`src/rtl/div_iter_pkg.sv`:
```
// rtl/div_iter_pkg.sv - shared defines: divider FSM states and DIV/DIVU alucontrol codes
package div_iter_pkg;

  typedef enum logic [1:0] {
    IDLE = 2'd0,
    CALC = 2'd1,
    DONE = 2'd2
  } div_state_t;

  // alucontrol encodings decoded into startE/signed_divE by the Execute stage
  localparam logic [3:0] ALUCTRL_DIV  = 4'b1010;
  localparam logic [3:0] ALUCTRL_DIVU = 4'b1011;

endpackage

```
`src/rtl/div_iter.sv`:
```
// rtl/div_iter.sv - iterative restoring divider, fixed WIDTH+1 cycle latency
module div_iter
  import div_iter_pkg::*;
#(
  parameter int WIDTH = 32
) (
  input  logic               clk,
  input  logic               rst,
  input  logic [WIDTH-1:0]   src_aE,
  input  logic [WIDTH-1:0]   src_bE,
  input  logic               signed_divE,
  input  logic               startE,
  input  logic               flushE,
  output logic               div_stallE,
  output logic               div_readyE,
  output logic [2*WIDTH-1:0] div_resultE
);

  localparam int CW = $clog2(WIDTH + 1);

  div_state_t state_q, state_d;

  logic [CW-1:0]      count;
  logic [2*WIDTH-1:0] rem;
  logic [WIDTH-1:0]   divisor_abs;
  logic               signed_q, a_sign_q, b_sign_q;

  logic               accept, by_zero, last_step;
  logic               stall_c, ready_c;
  logic               a_neg, b_neg;
  logic [WIDTH-1:0]   a_abs, b_abs;
  logic [2*WIDTH:0]   partial;
  logic [WIDTH:0]     upper;
  logic [WIDTH-1:0]   diff;
  logic               fits;
  logic [2*WIDTH-1:0] rem_next;
  logic [WIDTH-1:0]   q_mag, r_mag, q_final, r_final;
  logic               neg_q, neg_r;

  // Operand magnitudes; the most negative value maps onto itself, which is
  // still the correct unsigned magnitude.
  always_comb begin
    a_neg = signed_divE & src_aE[WIDTH-1];
    b_neg = signed_divE & src_bE[WIDTH-1];
    a_abs = a_neg ? -src_aE : src_aE;
    b_abs = b_neg ? -src_bE : src_bE;
    by_zero = (src_bE == '0);
  end

  // One restoring step on the (2*WIDTH+1)-bit shifted partial remainder.
  always_comb begin
    partial  = {rem, 1'b0};
    upper    = partial[2*WIDTH:WIDTH];
    fits     = (upper >= {1'b0, divisor_abs});
    diff     = upper[WIDTH-1:0] - divisor_abs;
    rem_next = fits ? {diff, partial[WIDTH-1:1], 1'b1} : partial[2*WIDTH-1:0];
    q_mag    = rem_next[WIDTH-1:0];
    r_mag    = rem_next[2*WIDTH-1:WIDTH];
    neg_q    = signed_q & (a_sign_q ^ b_sign_q);
    neg_r    = signed_q & a_sign_q;
    q_final  = neg_q ? -q_mag : q_mag;
    r_final  = neg_r ? -r_mag : r_mag;
  end

  assign last_step = (count == CW'(WIDTH - 1));

  always_ff @(posedge clk) begin
    if (!rst) begin
      state_q <= IDLE;
    end else begin
      state_q <= state_d;
    end
  end

  always_comb begin
    state_d = state_q;
    accept  = 1'b0;
    stall_c = 1'b0;
    ready_c = 1'b0;
    case (state_q)
      IDLE: begin
        if (startE) begin
          accept  = 1'b1;
          stall_c = 1'b1;
          state_d = by_zero ? DONE : CALC;
        end
      end
      CALC: begin
        stall_c = 1'b1;
        if (last_step) begin
          state_d = DONE;
        end
      end
      DONE: begin
        ready_c = 1'b1;
        state_d = IDLE;
      end
      default: state_d = IDLE;
    endcase
    // flush wins over everything, including a start in the same cycle
    if (flushE) begin
      state_d = IDLE;
      accept  = 1'b0;
      stall_c = 1'b0;
      ready_c = 1'b0;
    end
    if (!rst) begin
      accept  = 1'b0;
      stall_c = 1'b0;
      ready_c = 1'b0;
    end
  end

  assign div_stallE = stall_c;
  assign div_readyE = ready_c;

  always_ff @(posedge clk) begin
    if (!rst) begin
      count       <= '0;
      rem         <= '0;
      divisor_abs <= '0;
      signed_q    <= 1'b0;
      a_sign_q    <= 1'b0;
      b_sign_q    <= 1'b0;
      div_resultE <= '0;
    end else if (accept) begin
      count       <= '0;
      rem         <= {{WIDTH{1'b0}}, a_abs};
      divisor_abs <= b_abs;
      signed_q    <= signed_divE;
      a_sign_q    <= src_aE[WIDTH-1];
      b_sign_q    <= src_bE[WIDTH-1];
      if (by_zero) begin
        div_resultE <= {src_aE, {WIDTH{1'b1}}};
      end
    end else if (state_q == CALC && !flushE) begin
      rem   <= rem_next;
      count <= count + CW'(1);
      if (last_step) begin
        div_resultE <= {r_final, q_final};
      end
    end
  end

endmodule

```
`config.mk`:
```
export PLATFORM = sky130hd
export DESIGN_NAME = div_iter
export DESIGN_NICKNAME = d
export VERILOG_FILES = /design/src/rtl/div_iter_pkg.sv /design/src/rtl/div_iter.sv
export SDC_FILE = /design/constraint.sdc
export NUM_CORES = 1
export LEC_CHECK = 0
export BUFFER_PORTS_ARGS = -buffer_cell sky130_fd_sc_hd__buf_2
export CAP_MARGIN = 30
export CORE_ASPECT_RATIO = 0.75
export CORE_MARGIN = 4
export CORE_UTILIZATION = 46
export CTS_CLUSTER_SIZE = 12
export DETAILED_ROUTE_END_ITERATION = 10
export PLACE_DENSITY = 0.65
export SYNTH_ARGS = -nofsm -noshare
export SYNTH_HDL_FRONTEND = slang
export SYNTH_SLANG_ARGS = --single-unit
```
`constraint.sdc`:
```
create_clock -name clk -period 5.31 [get_ports clk]
set_input_delay 0.531 -clock clk [delete_from_list [all_inputs] [get_ports clk]]
set_output_delay 0.531 -clock clk [all_outputs]
set_load 0.05 [all_outputs]
```
==> impl_metrics.toml <==
[run_status]
status = "complete, no violations"

[placement]
globalplace.congestion = 0.918
io_buffers = 134
place_area_um2 = 12500
dp_hpwl_um = 27400
dpl_worst_slack_ps = 676

[finish]
finalInstanceArea_um2 = 13100
sequential_cell_area_um2 = 3420
n_fill_cell = 2531
multi_input_area_um2 = 7620
antenna_cells = 0
synthToLayoutAreaGrowth_pct = 12.9
drive_above_1_share = 0.148
final_nets = 1707

[timing]
timing.fmax_ghz = 0.209
period_share = 0.901
slew_headroom = 0.481
clock-skew-final_ps = 10.5
period_needed_ps = 4780
worst_slack_ps = 527
setup_viol_count_final = 0
maxSlewViolCount = 0
hold_viol_final = 0
tightest_slew_ps = 778
setup_tns_ps = 0
rsz0062_at_grt = "false"

[critical_path]
start_kind = "flip-flop"
r2r-start = "divisor_abs[25]"
path_class = "reg -> reg"
r2r_slack_ps = 530
r2r_end = "div_resultE[62]"
endpoint_kind = "flip-flop"
crit_fanout = 14
worstRegToRegCells = 18
critical_path_required_ps = 5680
arrival_ps = 5160

[clock_tree]
cts_tree = "done"
path_clk_slew_ps = 70
cts-resized-gates = 0
cts_root_buf = "clkbuf_16"
hold_buffers = 0
post_cts.repair.setup_buffers = 0
cts_htree_levels = 4
cts.sinks = 171
numCtsBuffers = 17
clock_latency_ps = 450
cts_buffer_depth = 2

[grt]
grt-ovfl-total = 0
first_global_vias = 10848
antenna_found_initial = 1
grt_max_degree = 53
grt_first_pass_wirelength_um = 58400
grt_usage = 0.257

[logic_synthesis]
synthesis.nets = 1633
synth_top_area_frac = 0.294
synth_area_leaders = "dfxtp_1, a21oi_1, o21ai_0"
synth_area_um2 = 11600
synth.distinct_cells = 91
synth_ff_type = "dfxtp_1"
synthCells = 1526
ys_seq_elements = 171
synthTopCellsByCount = "dfxtp_1, nand2_1, a21oi_1, nor2_1, o21ai_0"
synth_seq_area_share = 0.294
synth-edff-count = 0
async_flop_share = 0
syn-mean-instance-area_um2 = 7.62
ys_warn_count = 0
yosysMostFrequentCell = "dfxtp_1"
yosys.area.top_type = "dfxtp_1"

[floorplan]
core-area_um2 = 24900
die_x_um = 192
die_y_um = 146
die-area_um2 = 27900
top_level_ports = 135
std_cell_rows = 50
start_util = 0.467

[routing]
via_per_inst = 6.00
drc = 0
vias = 11698
drt-total-wl_um = 36700
first_iter_violations = 1061
postRouteAntennaNets = 0
drtPass1Iterations = 5
wl_per_cell_um = 18.8

[min_path]
min-delay-start = "src_aE[31]"
min_to = "a_sign_q"
hold_depth = 3
hp-class = "in -> reg"

[power]
p_leak_nw = 5.07
cellPowerDensity_nw_per_um2 = 311
irDropWorstVdd_mv = 0.241

[job]
maxCapViolations = 0
## cell families (layout without fill, tap and decap cells)
kind of cell / after synthesis / in the layout / synth area share
compound gates: 495 / 495 / 0.276
xor+xnor: 138 / 138 / 0.104
mux: 24 / 24 / 0.0211
fa+ha+maj: 38 / 38 / 0.0415
flops: 171 / 171 / 0.294
buf+inv: 151 / 238 / 0.0525
simple gates: 509 / 509 / 0.210
## per-stage QoR
step | std cells | util | hold slack [ps] | power [W]
4_1_cts | 1951 | 0.527 | 337 | 0.00407
3_5_place_dp | 1919 | 0.502 | 464 | 0.00272
2_1_floorplan | 1526 | - | 429 | 0.00238
6_report | 1951 | 0.527 | 352 | 0.00408
5_1_grt | 1951 | 0.527 | 384 | 0.00428
3_3_place_gp | 1919 | 0.502 | 460 | 0.00271
## metal layers
layer,track usage,up-vias,share of wire
met5,0,-,0
met4,0.0578,0,0.015
met3,0.0400,42,0.068
met2,0.379,417,0.43
met1,0.394,5560,0.49
li1,-,5679,-
## cell usage in the layout (no fill, tap or decap), drive strengths merged, types with 7 or more instances in the layout
cell type,instances
a211oi,43
a21o,9
a21oi,146
a221oi,11
a22oi,33
a31oi,23
and2,13
and3,11
buf,157
clkbuf,19
dfxtp,171
ha,37
inv,50
mux2i,23
nand2,149
nand2b,7
nand3,52
nand4,15
nor2,144
nor2b,7
nor3,42
nor4,19
o21ai,137
o31ai,18
o41ai,11
or3,19
or4,10
xnor2,65
xor2,73
## registers in the layout (all words and copies together), names as in the netlist
| register | flops |
|---|---|
| div_resultE | 64 |
| rem | 64 |
| divisor_abs | 32 |
| count | 6 |
| state_q | 2 |
| a_sign_q | 1 |
| b_sign_q | 1 |
| signed_q | 1 |
## where the power goes
part           switching, W  internal (W)  total (W)
sequential        0.0000328       0.00132    0.00135
combinational      0.000910      0.000477    0.00139
clock              0.000574      0.000768    0.00134
## cell type report
type	count	area share
flip-flops and latches	171	0.261
repair buffers	157	0.0643
clock inverters	13	0.0128
multi-input cells	1204	0.581
inverters	49	0.0140
well taps	338	0.0322
clock buffers	19	0.0345
## how the worst max path moves through the flow
stage,from,end,slack (ps),cells past startpoint
floorplan,divisor_abs[1],div_resultE[62],970,22
global placement,divisor_abs[25],div_resultE[62],790,18
detailed placement,divisor_abs[25],div_resultE[62],680,18
CTS,divisor_abs[25],div_resultE[62],660,18
global route,divisor_abs[25],div_resultE[62],160,18
finish,divisor_abs[25],div_resultE[62],530,18
## worst max-delay path: stages, from the launching register on
cell and delay, ps:
dfxtp_1 330, inv_1 40, ha_1 500, nand4_1 330, nor4_2 520, a2111oi_0 200, and3_1 230, nand3_2 280
mux2i_1 320, ha_1 260, nand3b_1 120, nor2_1 160, nand2_1 110, nor4_1 180, a31o_1 190, and3_4 250
nand2_4 70, or4_4 550, o211ai_2 80
(Power assumes the default switching activity.)
